===== config.mk =====
export PLATFORM = sky130hd
export DESIGN_NAME = regfile_dump_flat
export DESIGN_NICKNAME = d
export VERILOG_FILES = /design/src/rtl/regfile_dump_pkg.sv /design/src/rtl/regfile_dump_if.sv /design/src/rtl/regfile_dump_out_stage.sv /design/src/rtl/regfile_dump.sv /design/src/flat_wrapper.sv
export SDC_FILE = /design/constraint.sdc
export NUM_CORES = 1
export LEC_CHECK = 0
export ABC_AREA = 1
export CAP_MARGIN = 30
export CELL_PAD_IN_SITES_DETAIL_PLACEMENT = 1
export CELL_PAD_IN_SITES_GLOBAL_PLACEMENT = 2
export CORE_MARGIN = 5
export CORE_UTILIZATION = 23
export DETAILED_ROUTE_END_ITERATION = 16
export GPL_ROUTABILITY_DRIVEN = 0
export HOLD_SLACK_MARGIN = 0.02
export PLACE_DENSITY = 0.74
export SKIP_LAST_GASP = 1
export SLEW_MARGIN = 20
export SYNTH_ARGS = -nofsm -noshare
export SYNTH_HDL_FRONTEND = slang
export SYNTH_HIERARCHICAL = 1
export SYNTH_SLANG_ARGS = --single-unit
export TNS_END_PERCENT = 100

===== constraint.sdc =====
create_clock -name clk -period 2 [get_ports clk]
set_clock_uncertainty 0.2 [all_clocks]
set_input_delay 0.4 -clock clk [delete_from_list [all_inputs] [get_ports clk]]
set_output_delay 0.4 -clock clk [all_outputs]
set_load 0.01 [all_outputs]

===== src/rtl/regfile_dump_pkg.sv =====
// Shared types and constants for the register-file dump engine.
// Build option: REGFILE_DUMP_SKIP_X0_EN starts the walk at x1 instead of x0.
package regfile_dump_pkg;

    typedef enum logic [1:0] {
        ST_IDLE  = 2'd0,
        ST_READ  = 2'd1,
        ST_DRAIN = 2'd2
    } state_e;

    localparam int NUM_REGS = 32;

`ifdef REGFILE_DUMP_SKIP_X0_EN
    // x0 is hardwired to zero, so it is left out of the stream.
    localparam int FIRST_IDX = 1;
`else
    localparam int FIRST_IDX = 0;
`endif

endpackage


===== src/rtl/regfile_dump_if.sv =====
// Valid/ready output stream of the dump engine: one (index, value) beat per transfer.
interface regfile_dump_if #(
    parameter int DATA_WIDTH = 32,
    parameter int ADDR_WIDTH = 5
);
    logic                  out_valid;
    logic                  out_ready;
    logic [ADDR_WIDTH-1:0] out_addr;
    logic [DATA_WIDTH-1:0] out_data;
    logic                  out_last;

    modport master (
        output out_valid,
        output out_addr,
        output out_data,
        output out_last,
        input  out_ready
    );

    modport slave (
        input  out_valid,
        input  out_addr,
        input  out_data,
        input  out_last,
        output out_ready
    );
endinterface


===== src/rtl/regfile_dump_out_stage.sv =====
// One-entry output register for the dump stream. A load overwrites the entry;
// without a load the entry empties when the downstream accepts it.
// The payload is frozen while valid is high and ready is low.
module regfile_dump_out_stage #(
    parameter int DATA_WIDTH = 32,
    parameter int ADDR_WIDTH = 5
) (
    input  logic                  clk,
    input  logic                  rst_n,
    input  logic                  load_i,
    input  logic                  last_i,
    input  logic [ADDR_WIDTH-1:0] addr_i,
    input  logic [DATA_WIDTH-1:0] data_i,
    input  logic                  ready_i,
    output logic                  valid_o,
    output logic                  last_o,
    output logic [ADDR_WIDTH-1:0] addr_o,
    output logic [DATA_WIDTH-1:0] data_o
);

    logic                  valid_d, valid_q;
    logic                  last_d,  last_q;
    logic [ADDR_WIDTH-1:0] addr_d,  addr_q;
    logic [DATA_WIDTH-1:0] data_d,  data_q;

    // Next entry: load wins, otherwise an accepted beat empties the slot.
    always_comb begin
        valid_d = valid_q;
        last_d  = last_q;
        addr_d  = addr_q;
        data_d  = data_q;
        if (load_i) begin
            valid_d = 1'b1;
            last_d  = last_i;
            addr_d  = addr_i;
            data_d  = data_i;
        end else if (valid_q && ready_i) begin
            valid_d = 1'b0;
        end
    end

    // Entry registers.
    always_ff @(posedge clk or negedge rst_n) begin
        if (!rst_n) begin
            valid_q <= 1'b0;
            last_q  <= 1'b0;
            addr_q  <= '0;
            data_q  <= '0;
        end else begin
            valid_q <= valid_d;
            last_q  <= last_d;
            addr_q  <= addr_d;
            data_q  <= data_d;
        end
    end

    assign valid_o = valid_q;
    assign last_o  = last_q;
    assign addr_o  = addr_q;
    assign data_o  = data_q;

endmodule


===== src/rtl/regfile_dump.sv =====
// Register-file dump engine: walks every register index through one read port
// and streams (index, value) beats out over a valid/ready interface.
// Build option: REGFILE_DUMP_SKIP_X0_EN (see regfile_dump_pkg) skips x0.
//
// state    | meaning
// ---------+-----------------------------------------------------------
// ST_IDLE  | waiting for start_i; rs_o parked at 0, busy_o low
// ST_READ  | driving rs_o = idx, capturing one register per free slot
// ST_DRAIN | last index captured; waiting for the final beat to be taken
module regfile_dump #(
    parameter int DATA_WIDTH = 32,
    parameter int ADDR_WIDTH = 5
) (
    input  logic                  clk,
    input  logic                  rst_n,
    input  logic                  start_i,
    output logic                  busy_o,
    output logic                  done_o,
    output logic [ADDR_WIDTH-1:0] rs_o,
    input  logic [DATA_WIDTH-1:0] rdata_i,
    regfile_dump_if.master        out_if
);
    import regfile_dump_pkg::*;

    state_e                state_d, state_q;
    logic [ADDR_WIDTH-1:0] idx_d,   idx_q;
    logic                  busy_d,  busy_q;
    logic                  done_d,  done_q;

    logic                  out_valid;
    logic                  load;
    logic                  idx_last;

    // Terminal index is checked on the current value, before any increment.
    assign idx_last = (idx_q == {ADDR_WIDTH{1'b1}});
    assign load     = (state_q == ST_READ) && (!out_valid || out_if.out_ready);

    // Sequencer next state; the index only advances on a successful capture.
    always_comb begin
        state_d = state_q;
        idx_d   = idx_q;
        busy_d  = busy_q;
        done_d  = 1'b0;
        case (state_q)
            ST_IDLE: begin
                if (start_i) begin
                    state_d = ST_READ;
                    idx_d   = ADDR_WIDTH'(FIRST_IDX);
                    busy_d  = 1'b1;
                end
            end
            ST_READ: begin
                if (load) begin
                    if (idx_last) state_d = ST_DRAIN;
                    else          idx_d   = idx_q + ADDR_WIDTH'(1);
                end
            end
            ST_DRAIN: begin
                if (out_valid && out_if.out_ready) begin
                    state_d = ST_IDLE;
                    idx_d   = '0;
                    busy_d  = 1'b0;
                    done_d  = 1'b1;
                end
            end
            default: begin
                state_d = ST_IDLE;
                idx_d   = '0;
                busy_d  = 1'b0;
            end
        endcase
    end

    // Sequencer registers; reset aborts any dump in flight.
    always_ff @(posedge clk or negedge rst_n) begin
        if (!rst_n) begin
            state_q <= ST_IDLE;
            idx_q   <= '0;
            busy_q  <= 1'b0;
            done_q  <= 1'b0;
        end else begin
            state_q <= state_d;
            idx_q   <= idx_d;
            busy_q  <= busy_d;
            done_q  <= done_d;
        end
    end

    regfile_dump_out_stage #(
        .DATA_WIDTH (DATA_WIDTH),
        .ADDR_WIDTH (ADDR_WIDTH)
    ) u_out_stage (
        .clk     (clk),
        .rst_n   (rst_n),
        .load_i  (load),
        .last_i  (idx_last),
        .addr_i  (idx_q),
        .data_i  (rdata_i),
        .ready_i (out_if.out_ready),
        .valid_o (out_valid),
        .last_o  (out_if.out_last),
        .addr_o  (out_if.out_addr),
        .data_o  (out_if.out_data)
    );

    assign out_if.out_valid = out_valid;
    assign busy_o           = busy_q;
    assign done_o           = done_q;
    assign rs_o             = idx_q;

endmodule


===== src/flat_wrapper.sv =====
// flat-port wrapper written by rule: the top's interface ports become plain ports
module regfile_dump_flat import regfile_dump_pkg::*;
#(
    parameter int DATA_WIDTH = 32,
    parameter int ADDR_WIDTH = 5
)
  (clk, rst_n, start_i, busy_o, done_o, rs_o, rdata_i, out_if_out_valid, out_if_out_addr, out_if_out_data, out_if_out_last, out_if_out_ready);
  regfile_dump_if #(.DATA_WIDTH(DATA_WIDTH), .ADDR_WIDTH(ADDR_WIDTH)) out_if_i ();
  input  logic clk;
  input  logic rst_n;
  input  logic start_i;
  output logic busy_o;
  output logic done_o;
  output logic [ADDR_WIDTH-1:0] rs_o;
  input  logic [DATA_WIDTH-1:0] rdata_i;
  output wire logic [$bits(out_if_i.out_valid)-1:0] out_if_out_valid;
  output wire logic [$bits(out_if_i.out_addr)-1:0] out_if_out_addr;
  output wire logic [$bits(out_if_i.out_data)-1:0] out_if_out_data;
  output wire logic [$bits(out_if_i.out_last)-1:0] out_if_out_last;
  input wire logic [$bits(out_if_i.out_ready)-1:0] out_if_out_ready;
  assign out_if_out_valid = out_if_i.out_valid;
  assign out_if_out_addr = out_if_i.out_addr;
  assign out_if_out_data = out_if_i.out_data;
  assign out_if_out_last = out_if_i.out_last;
  assign out_if_i.out_ready = out_if_out_ready;
  regfile_dump #(.DATA_WIDTH(DATA_WIDTH), .ADDR_WIDTH(ADDR_WIDTH)) u_core (.clk(clk), .rst_n(rst_n), .start_i(start_i), .busy_o(busy_o), .done_o(done_o), .rs_o(rs_o), .rdata_i(rdata_i), .out_if(out_if_i));
endmodule

* Word-level counts from Yosys, hierarchy flattened
Cells that the tools add are included.
** Operators by class
- $mul :: 0
- Equal/unequal tests :: 8
- Mux-type cells :: 16
- Div/mod/pow operators :: 0
- Bitwise gates (word level) :: 1
- Shift-type cells :: 0
- $lt $le $gt $ge :: 0
- Reductions and logical operators :: 9
- $add $sub $neg :: 1
** Operators with widths (count)
- $mux 5 :: 4
- $pmux 5 s3 :: 1
- $mux 2 :: 4
- $reduce_and 4->1 :: 2
- $ne 2x2->1 const B :: 3
- $pmux 2 s3 :: 1
- $add 5x1->5 const B :: 1
- $eq 5x5->1 const B :: 1
- $mux 1 :: 5
- $ne 2x1->1 const B :: 2
- $pmux 1 s3 :: 1
- $reduce_and 3->1 :: 1
- $eq 2x1->1 const B :: 1
- $eq 2x2->1 const B :: 1
- $logic_and 1x1->1 :: 2
- $logic_not 2->1 :: 1
- $reduce_bool 2->1 :: 1
- $logic_not 1->1 :: 1
- $logic_or 1x1->1 :: 1
- $not 1->1 :: 1
** Word-level totals
- Input port bits :: 36
- Register bits after elaboration :: 48
- Word-level logic and storage cells :: 43
- Output and inout bits :: 46
- Bits in writable memories :: 0
- Memory bits (read-only) :: 0
- Latch bits :: 0
- Memories kept :: 0

* Logic depth before layout (Yosys ltp)
Gate-level depths: netlist of the first run.
- Word-level depth :: 5
- Mapped depth :: 10
- Mapped depth without buffers :: 10

* By module
The synthesis of the first run kept the hierarchy.
** Modules (own cells, without submodules)
- regfile_dump_out_stage :: area each 1475.2 µm², cells an instance 165, times used 1
- regfile_dump :: area each 535.5 µm², cells an instance 76, times used 1

* Worst setup path after synthesis of the first run
Ideal clock, no wire load.
- Path kind :: reg-to-reg
- Start :: reg u_core.idx_q[0], in the netlist u_core/rs_o[0]
- End :: reg u_core.idx_q[0], in the netlist u_core/rs_o[0]
- Period minus slack after synthesis :: 1.690 ns
- Stages on the path, launching flop included :: 11
- Arrival :: 1.373 ns
- Setup slack :: 0.310 ns
- Data required time :: 1.683 ns
- Cell sequence :: dfrtp_1 > ha_1 > nand2_1 > nor2_1 > ha_1 > nand3_1 > nand2_2 > inv_2 > nand2_2 > nand2_1 > nand2_1
** RTL lines
- start, declared :: line regfile_dump.sv:26 : logic [ADDR_WIDTH-1:0] idx_d, idx_q;
- start signal, assigned :: line regfile_dump.sv:83 : idx_q <= idx_d;
- $eq 5x5->1 :: line regfile_dump.sv:35 : assign idx_last = (idx_q == {ADDR_WIDTH{1'b1}});
- via u_core.idx_last :: line regfile_dump.sv:32 : logic idx_last;
- $ne 2x2->1 (no line)
- $reduce_and 4->1 (no line)
The timed path passes the listed nets, and every way through them passes these cells. The select of a mux whose other input is x is not followed.
A chain may end at the register's enable or synchronous reset.

* Final worst setup path of the first run
- Start :: reg u_core.idx_q[1], in the netlist u_core/rs_o[1]
- End :: out rs_o[1]
** RTL lines
- end, declared :: line flat_wrapper.sv:14 : output logic [ADDR_WIDTH-1:0] rs_o;
No word-level cell between the ends.

==> results of run 1 <==
-- through the flow --
step	total power [mW]	hold slack, ns	worst slack, ns	cells	area [µm²]
CTS	4.50	0.282	0.0207	440	3110
global placement	3.84	0.215	0.144	431	3010
detailed placement	3.88	0.220	0.0916	431	3010
floorplan	2.64	-0.0956	0.310	241	2010
global route	4.80	0.303	0.000573	440	3110
finish	4.40	0.277	0.0639	440	3110
-- how the worst max path moves through the flow --
stage	start	end	slack (ns)	cells past startpoint
global route	u_core/rs_o[1]$_DFFE_PN0P_	rs_o[1]	0.0006	2
global placement	out_if_out_ready	u_core/u_out_stage/data_o[0]$_DFFE_PN0P_	0.14	6
finish	u_core/rs_o[1]$_DFFE_PN0P_	rs_o[1]	0.06	2
floorplan	u_core/rs_o[0]$_DFFE_PN0P_	u_core/rs_o[0]$_DFFE_PN0P_	0.31	10
detailed placement	out_if_out_ready	u_core/u_out_stage/addr_o[4]$_DFFE_PN0P_	0.09	6
CTS	u_core/rs_o[2]$_DFFE_PN0P_	rs_o[2]	0.02	1
-- worst min-delay path: stages, from the launching register on --
cell and delay [ns]:
dfrtp_1 0.35, nand2_1 0.05, nand2_1 0.05
-- layout make-up --
cell class	count	area [µm²]
clock inverter	2	10.0
inverter	11	41.3
multi-input combinational	174	719
clock buffer	6	82.6
sequential	48	1200
timing repair buffer	91	921
fill	1046	5520
tap	108	135
-- state kept, by name, indices dropped and copies added, names as in the netlist --
name                        flops
u_core/busy_o                   1
u_core/done_o                   1
u_core/u_out_stage/last_o       1
u_core/u_out_stage/data_o      32
u_core/state_q                  2
u_core/u_out_stage/valid_o      1
u_core/rs_o                     5
u_core/u_out_stage/addr_o       5
-- cell families after synthesis --
group                    share of synthesized area [%]
AND/OR/NAND/NOR                                   33.7
flip-flops                                        59.7
AO/OA/AOI/OAI                                    0.497
buffers and inverters                             4.85
adder cells (fa/ha/maj)                           1.24
-- cells in the final DEF, fill, tap and decap left out, drive strengths merged --
cell type	netlist	routed
ha	2	2
clkdlybuf4s50	0	80
nand3	4	4
nand2	148	148
dlygate4sd3	0	1
dfrtp	48	48
nand4	1	1
inv	11	11
o21ai	2	2
nor3b	1	1
clkbuf	0	6
buf	8	10
clkinv	0	2
nor2	16	16
-- power by group --
| part | internal (mW) | leakage (nW) | switching (mW) |
|---|---|---|---|
| combinational | 1.10 | 0.895 | 1.08 |
| sequential | 1.37 | 0.604 | 0.249 |
| clock | 0.277 | 0.0510 | 0.325 |
-- per-layer routing --
metal / vias up / share of wire, %
li1: 901 / -
met1: 850 / 46
met2: 46 / 48
met3: 2 / 6.2
met4: 0 / 0.33
met5: - / 0
-- repair_timing --
item                       4_1_cts  5_1_grt
hold buffers                     1        0
setup endpoints to repair        0        7
resized for setup                0        2
hold endpoints to repair        18        0
==> results.yml, run 1 <==
synthesis:
  synth_seq_cells: 48
  syn_nets: 279
  ys.flop_type: "dfrtp_1"
  synth_area_leader_cell: "dfrtp_1"
  syn_area_per_cell_um2: 8.34
  yosysWarningCount: 6
  synthDistinctLibCells: 18
  synth_top_area_share_pct: 59.7
  synthesis.instances: 241
  syn-cell-area_mm2: 0.00201
  yosysSeqAreaShare_pct: 59.7
  synthTopCellsByCount: "nand2_1, dfrtp_1, nor2_1"
  yosysMostFrequentCell: "nand2_1"
  synth_edf_count: 0
  synth.area.top_cells: "dfrtp_1, nand2_1, nor2_1"
  synthArstFlopShare_pct: 100
die:
  die_y_um: 104
  rows: 34
  core_area_mm2: 0.00864
  die_w_um: 104
  die_area_mm2: 0.0107
  initial_core_util_pct: 23.3
  pin_count: 82
route:
  ant_nets: 0
  via_per_inst: 4.09
  first_pass_iters: 4
  routedWlPerCell_um: 13.1
  drt_iter0_drc: 27
  route.detailed.drc: 0
  vias: 1799
  wl_um: 5780
placed_design:
  io_buffers: 81
  post-dp-hpwl_um: 4330
timing:
  rsz0062_at_grt: "no"
  finalSetupViolCount: 0
  period_needed_ns: 1.94
  fin_crit_sh_pct: 96.8
  fmax_mhz: 516
  worst_pin_slew_ns: 0.537
  tns_ns: 0
  relSlewSlack_pct: 64.2
  finalHoldViolCount: 0
  final_max_slew_viol_count: 0
layout:
  utilization_pct: 36.0
  nNetsFinal: 369
  synthToLayoutAreaGrowth_pct: 54.8
  drive_gt1_share_pct: 9.94
  diodes: 0
critical_path:
  path_buf_inv: 2
  cp_slowest_cell: "clkdlybuf4s50_1"
  crit_path_max_fanout: 5
  cp_data_required_time_ns: 1.40
  r2r_start: "u_core/rs_o[0]$_DFFE_PN0P_"
  ff2ff_setup_slack_ns: 0.19
  crit_chain: "buf_4, clkdlybuf4s50_1"
  crit_arrival_ns: 1.34
  startpoint_type: "flop"
  endpoint_kind: "primary output"
  worst_r2r_endpoint: "u_core/rs_o[3]$_DFFE_PN0P_"
  cp_top_family: "buffers and inverters"
  reg2regPathDepth: 10
  slowest_delay_ns: 0.53
  critical_path_class: "reg2out"
global_route:
  busiest_layer: "met2"
  grt_pass1_vias: 1962
  antenna_found_initial: 0
  grt_max_degree: 22
  overflow: 0
  grtUsageMet3_pct: 3.92
  use_met1_pct: 14.1
  grt_pass1_wl_um: 9930
  use_met2_pct: 18.3
  track_usage_pct: 11.1
clock_network:
  cts_tree: "built"
  cts_buffers: 5
  clk_pin_slew_ns: 0.09
  clockRootBuffer: "clkbuf_8"
  post_cts_buffers: 0
  htree_levels: 2
  clock_sinks: 48
  cts.path.max_buffers: 2
  insertion_delay_ns: 0.30
run_status:
  status: "finished clean"
pwr:
  peakVddDrop_v: 0.000358
  p_leak_nw: 1.55
  p_per_area_mw_per_mm2: 1410
job:
  max-cap-violations: 0
hold_path:
  min_path_type: "reg2reg"
  hold_end: "u_core/u_out_stage/data_o[4]$_DFFE_PN0P_"
  hold_path_depth: 2
  min_from: "u_core/u_out_stage/data_o[4]$_DFFE_PN0P_"
Note: power is estimated with default switching activity, not from simulation.
==> run 2: changes to the inputs <==
--- a/config.mk
+++ b/config.mk
@@ -11,6 +11,7 @@
 export CELL_PAD_IN_SITES_GLOBAL_PLACEMENT = 2
 export CORE_MARGIN = 5
 export CORE_UTILIZATION = 23
+export CTS_CLUSTER_DIAMETER = 40
 export DETAILED_ROUTE_END_ITERATION = 16
 export GPL_ROUTABILITY_DRIVEN = 0
 export HOLD_SLACK_MARGIN = 0.02
==> constraint.sdc (replaced) <==
create_clock -name clk -period 2 [get_ports clk]
set_clock_uncertainty 0.2 [all_clocks]
set_input_delay 0.4 -clock clk [delete_from_list [all_inputs] [get_ports clk]]
set_output_delay 0.4 -clock clk [all_outputs]
set_load 0.005 [all_outputs]
==> results.yml, run 2 (synthesis gave the netlist of run 1 again) <==
pwr:
  finalPower_mw: 4.34
  peakVddDrop_v: 0.000447
  p_per_area_mw_per_mm2: 1390
  p_leak_nw: 1.56
critical_path:
  ff2ff_setup_slack_ns: 0.25
  reg2regPathDepth: 10
  slowest_delay_ns: 0.55
  startpoint_type: "flop"
  cp_data_required_time_ns: 1.40
  endpoint_kind: "primary output"
  path_depth: 1
  critical_path_class: "reg2out"
  worstSetupStartpoint: "u_core/rs_o[2]$_DFFE_PN0P_"
  crit_chain: "clkdlybuf4s50_1"
  crit_path_max_fanout: 7
  path_buf_inv: 1
  crit_arrival_ns: 1.33
  cp_top_family: "buffers and inverters"
  r2r_start: "u_core/rs_o[0]$_DFFE_PN0P_"
  cp_slowest_cell: "clkdlybuf4s50_1"
clock_network:
  cts.path.max_buffers: 2
  clockRootBuffer: "clkbuf_8"
  cts_hold_buf: 1
  cts_tree: "built"
  clock_sinks: 48
  clk_pin_slew_ns: 0.09
  cts_buffers: 5
  insertion_delay_ns: 0.30
  post_cts_buffers: 0
  htree_levels: 2
  cts_resized: 0
die:
  rows: 34
  initial_core_util_pct: 23.3
  pin_count: 82
  die_area_mm2: 0.0107
  die_y_um: 104
  core_area_mm2: 0.00864
  die_w_um: 104
route:
  ant_nets: 0
  via_per_inst: 4.09
  routedWlPerCell_um: 13.0
  drt_iter0_drc: 35
  route.detailed.drc: 0
  wl_um: 5700
  vias: 1801
  first_pass_iters: 4
timing:
  rsz0062_at_grt: "no"
  relSlewSlack_pct: 65.6
  final_max_slew_viol_count: 0
  finalSetupViolCount: 0
  fin_crit_sh_pct: 96.4
  tns_ns: 0
  finalHoldViolCount: 0
  period_needed_ns: 1.93
  worst_pin_slew_ns: 0.516
  fmax_mhz: 519
placed_design:
  io_buffers: 81
  post-dp-hpwl_um: 4290
global_route:
  grt_pass1_vias: 1868
  track_usage_pct: 10.8
  grt_pass1_wl_um: 9670
  overflow: 0
  antenna_found_initial: 0
  grt_max_degree: 22
layout:
  layout_commonest_cell: "nand2_1"
  diodes: 0
  final_cell_mix: "nand2_1, clkdlybuf4s50_1, dfrtp_1"
  largest_register_ffs: 32
  nNetsFinal: 369
  drive_gt1_share_pct: 9.04
  synthToLayoutAreaGrowth_pct: 55.4
hold_path:
  hold_path_depth: 2
  min_from: "u_core/busy_o$_DFFE_PN0P_"
  min_path_type: "reg2reg"
run_status:
  status: "finished clean"
job:
  max-cap-violations: 0
-- run 2: changes by cell type in the layout (fill, tap and decap cells not counted), sizes merged --
cell	before	now
bufinv	0	1
clkinv	2	1
-- run 2: metrics by stage --
step	util [%]	std cells	hold WS (ns)	setup slack, ns	instance area [µm²]
4_1_cts	36.2	440	0.280	0.0490	3130
6_report	36.2	440	0.276	0.0721	3130
3_3_place_gp	34.8	431	0.222	0.143	3010
2_1_floorplan	-	241	-0.0956	0.342	2010
3_5_place_dp	34.8	431	0.217	0.112	3010
5_1_grt	36.2	440	0.305	0.0132	3130
-- run 2: layout make-up --
type                       count  area (µm²)
fill                        1035        5510
tap                          108         135
clock buffer                   6        72.6
timing repair buffer          91         921
multi-input combinational    174         719
inverter                      11        41.3
sequential                    48        1200
clock inverter                 2        35.0
-- run 2: where the power goes --
part | internal (mW) | switching, mW | leakage, nW | total (mW)
sequential | 1.37 | 0.242 | 0.607 | 1.61
clock | 0.371 | 0.322 | 0.0552 | 0.694
combinational | 1.09 | 0.945 | 0.895 | 2.03
-- run 2: per-layer routing --
metal  track usage (%)  share of wire [%]  up-vias  wire [µm]
met5                 0                  0        -          0
met4              3.09                1.2        0         66
met3              3.61                5.2        8        299
met2              16.9                 46       49       2640
met1              14.1                 47      845       2700
li1                  -                  -      899          -
-- run 2: worst paths after layout --
kind                                                             end
max                                                          rs_o[2]
min                                        u_core/busy_o$_DFFE_PN0P_
max reg2reg                               u_core/rs_o[3]$_DFFE_PN0P_
min reg2reg                                u_core/busy_o$_DFFE_PN0P_
max in group asynchronous  u_core/u_out_stage/data_o[25]$_DFFE_PN0P_
min in group asynchronous  u_core/u_out_stage/data_o[16]$_DFFE_PN0P_
==> run 3: changes to the inputs <==
==> constraint.sdc (replaced) <==
create_clock -name clk -period 2 [get_ports clk]
set_clock_uncertainty 0.2 [all_clocks]
set_input_delay 0.4 -clock clk [delete_from_list [all_inputs] [get_ports clk]]
set_output_delay 0.4 -clock clk [all_outputs]
set_load 0.02 [all_outputs]
==> results.yml, run 3 (synthesis gave the netlist of run 1 again) <==
run_status:
  status: "finished clean"
timing:
  relSlewSlack_pct: 66.1
  tns_ns: 0
  worst_pin_slew_ns: 0.509
  final_max_slew_viol_count: 0
  rsz0062_at_grt: "no"
  finalHoldViolCount: 0
  period_needed_ns: 1.94
  setup_ws_ns: 0.0613
  finalSetupViolCount: 0
  fin_crit_sh_pct: 96.9
  fmax_mhz: 516
layout:
  fin_cells: 438
  largest_register_ffs: 32
  final_area_mm2: 0.00311
  fillers: 1052
  multi_input_area_um2: 719
  drive_gt1_share_pct: 9.09
  layout_commonest_cell: "nand2_1"
  synthToLayoutAreaGrowth_pct: 54.6
  nNetsFinal: 368
  ff_latch_area_mm2: 0.00120
  final_cell_mix: "nand2_1, clkdlybuf4s50_1, dfrtp_1"
  diodes: 0
clock_network:
  cts_tree: "built"
  clockRootBuffer: "clkbuf_8"
  insertion_delay_ns: 0.29
  cts.path.max_buffers: 2
  htree_levels: 2
  clock_sinks: 48
  cts_buffers: 5
  clk_pin_slew_ns: 0.09
route:
  vias: 1807
  routedWlPerCell_um: 13.0
  via_per_inst: 4.13
  route.detailed.drc: 0
  first_pass_iters: 4
  wl_um: 5710
  drt_iter0_drc: 69
  ant_nets: 0
critical_path:
  cp_slowest_cell: "clkdlybuf4s50_1"
  cp_data_required_time_ns: 1.40
  crit_chain: "clkdlybuf4s50_1"
  path_depth: 1
  reg2regPathDepth: 9
  startpoint_type: "flop"
  cp_top_family: "buffers and inverters"
  crit_arrival_ns: 1.34
  slowest_delay_ns: 0.63
  r2r_start: "u_core/rs_o[0]$_DFFE_PN0P_"
  endpoint_kind: "primary output"
  worst_r2r_endpoint: "u_core/rs_o[3]$_DFFE_PN0P_"
  critical_path_class: "reg2out"
  path_buf_inv: 1
  crit_path_max_fanout: 3
  ff2ff_setup_slack_ns: 0.20
placed_design:
  pre_cts_ws_ns: 0.0858
  placed_area_mm2: 0.00300
  io_buffers: 81
  dpl.cell_count: 430
  post-dp-hpwl_um: 4360
hold_path:
  hold_end: "u_core/u_out_stage/data_o[3]$_DFFE_PN0P_"
  min_path_type: "reg2reg"
  min_from: "u_core/u_out_stage/data_o[3]$_DFFE_PN0P_"
  hold_path_depth: 2
die:
  die_area_mm2: 0.0107
  initial_core_util_pct: 23.3
  core_area_mm2: 0.00864
  pin_count: 82
  rows: 34
  die_y_um: 104
  die_w_um: 104
pwr:
  swShare_pct: 41.7
  p_sw_mw: 1.95
  p_leak_nw: 1.59
  peakVddDrop_v: 0.000368
  p_seq_share_pct: 34.6
  clkPwrFrac_pct: 12.7
  p_per_area_mw_per_mm2: 1500
  finalPower_mw: 4.68
  combPwrFrac_pct: 52.7
  internal-power_mw: 2.73
global_route:
  antenna_found_initial: 0
  grt_pass1_vias: 1927
  track_usage_pct: 10.8
  overflow: 0
  grt_pass1_wl_um: 9670
  grt_max_degree: 22
job:
  max-cap-violations: 0
[run 3: cell count changes in the layout (fill, tap and decap cells not counted)]
cell	before	now
clkbuf_1	1	0
clkinv_4	0	1
clkdlybuf4s50_1	80	76
clkinv_2	1	0
dfrtp_2	0	1
buf_4	6	5
dlygate4sd2_1	0	1
dlymetal6s2s_1	0	3
clkbuf_8	5	6
bufinv_16	1	0
dfrtp_1	48	47
[run 3: per-layer routing]
layer / GRT usage (%) / vias up / part of all wire, % / wire length [µm]
met4: 2.25 / 0 / 0.53 / 30
li1: - / 899 / - / -
met1: 14.2 / 861 / 47 / 2660
met5: 0 / - / 0 / 0
met2: 17.5 / 45 / 48 / 2720
met3: 3.54 / 2 / 5.1 / 294
[run 3: worst reg2reg max path: cells and delay by family (launching register included)]
family,cells,cell delay [ns]
AND/OR/NAND/NOR,7,0.67
adder cells (fa/ha/maj),2,0.43
flip-flops,1,0.43
[run 3: power groups by stage]
stage | registers, mW | clock network (mW) | logic, mW
after floorplan | 2.09 | 0 | 0.841
after global placement | 1.65 | 0 | 2.48
after detailed placement | 1.64 | 0 | 2.53
after CTS | 1.63 | 0.623 | 2.54
after global routing | 1.68 | 0.661 | 2.71
final | 1.62 | 0.592 | 2.47
[run 3: layout make-up]
type	count	area share, %
flip-flops and latches	48	38.7
repair buffers	90	29.6
multi-input cells	174	23.1
well taps	108	4.35
clock buffers	6	2.66
inverters	11	1.33
clock inverters	1	0.282
[run 3: how the worst max path moves through the flow]
| stage | from | endpoint | slack (ns) |
|---|---|---|---|
| global placement | out_if_out_ready | u_core/u_out_stage/data_o[0]$_DFFE_PN0P_ | 0.14 |
| finish | u_core/rs_o[0]$_DFFE_PN0P_ | rs_o[0] | 0.06 |
| CTS | u_core/rs_o[1]$_DFFE_PN0P_ | rs_o[1] | 0.003 |
| global route | u_core/rs_o[0]$_DFFE_PN0P_ | rs_o[0] | 0.01 |
| floorplan | u_core/rs_o[0]$_DFFE_PN0P_ | u_core/rs_o[0]$_DFFE_PN0P_ | 0.25 |
| detailed placement | out_if_out_ready | u_core/u_out_stage/data_o[24]$_DFFE_PN0P_ | 0.09 |
[run 3: stage by stage]
step                      utilization [%]  hold WS, ns
after floorplan                         -      -0.0956
after global placement               34.7        0.214
after detailed placement             34.7        0.213
after CTS                            35.9        0.280
after global routing                 36.0        0.300
final                                36.0        0.273
[run 3: repair_timing]
item                                   4_1_cts  5_1_grt
setup endpoints to repair                    1        8
endpoints found under the hold margin       18        0
setup buffers                                0        0
gates resized for setup                      1        4
hold buffers                                 1        0
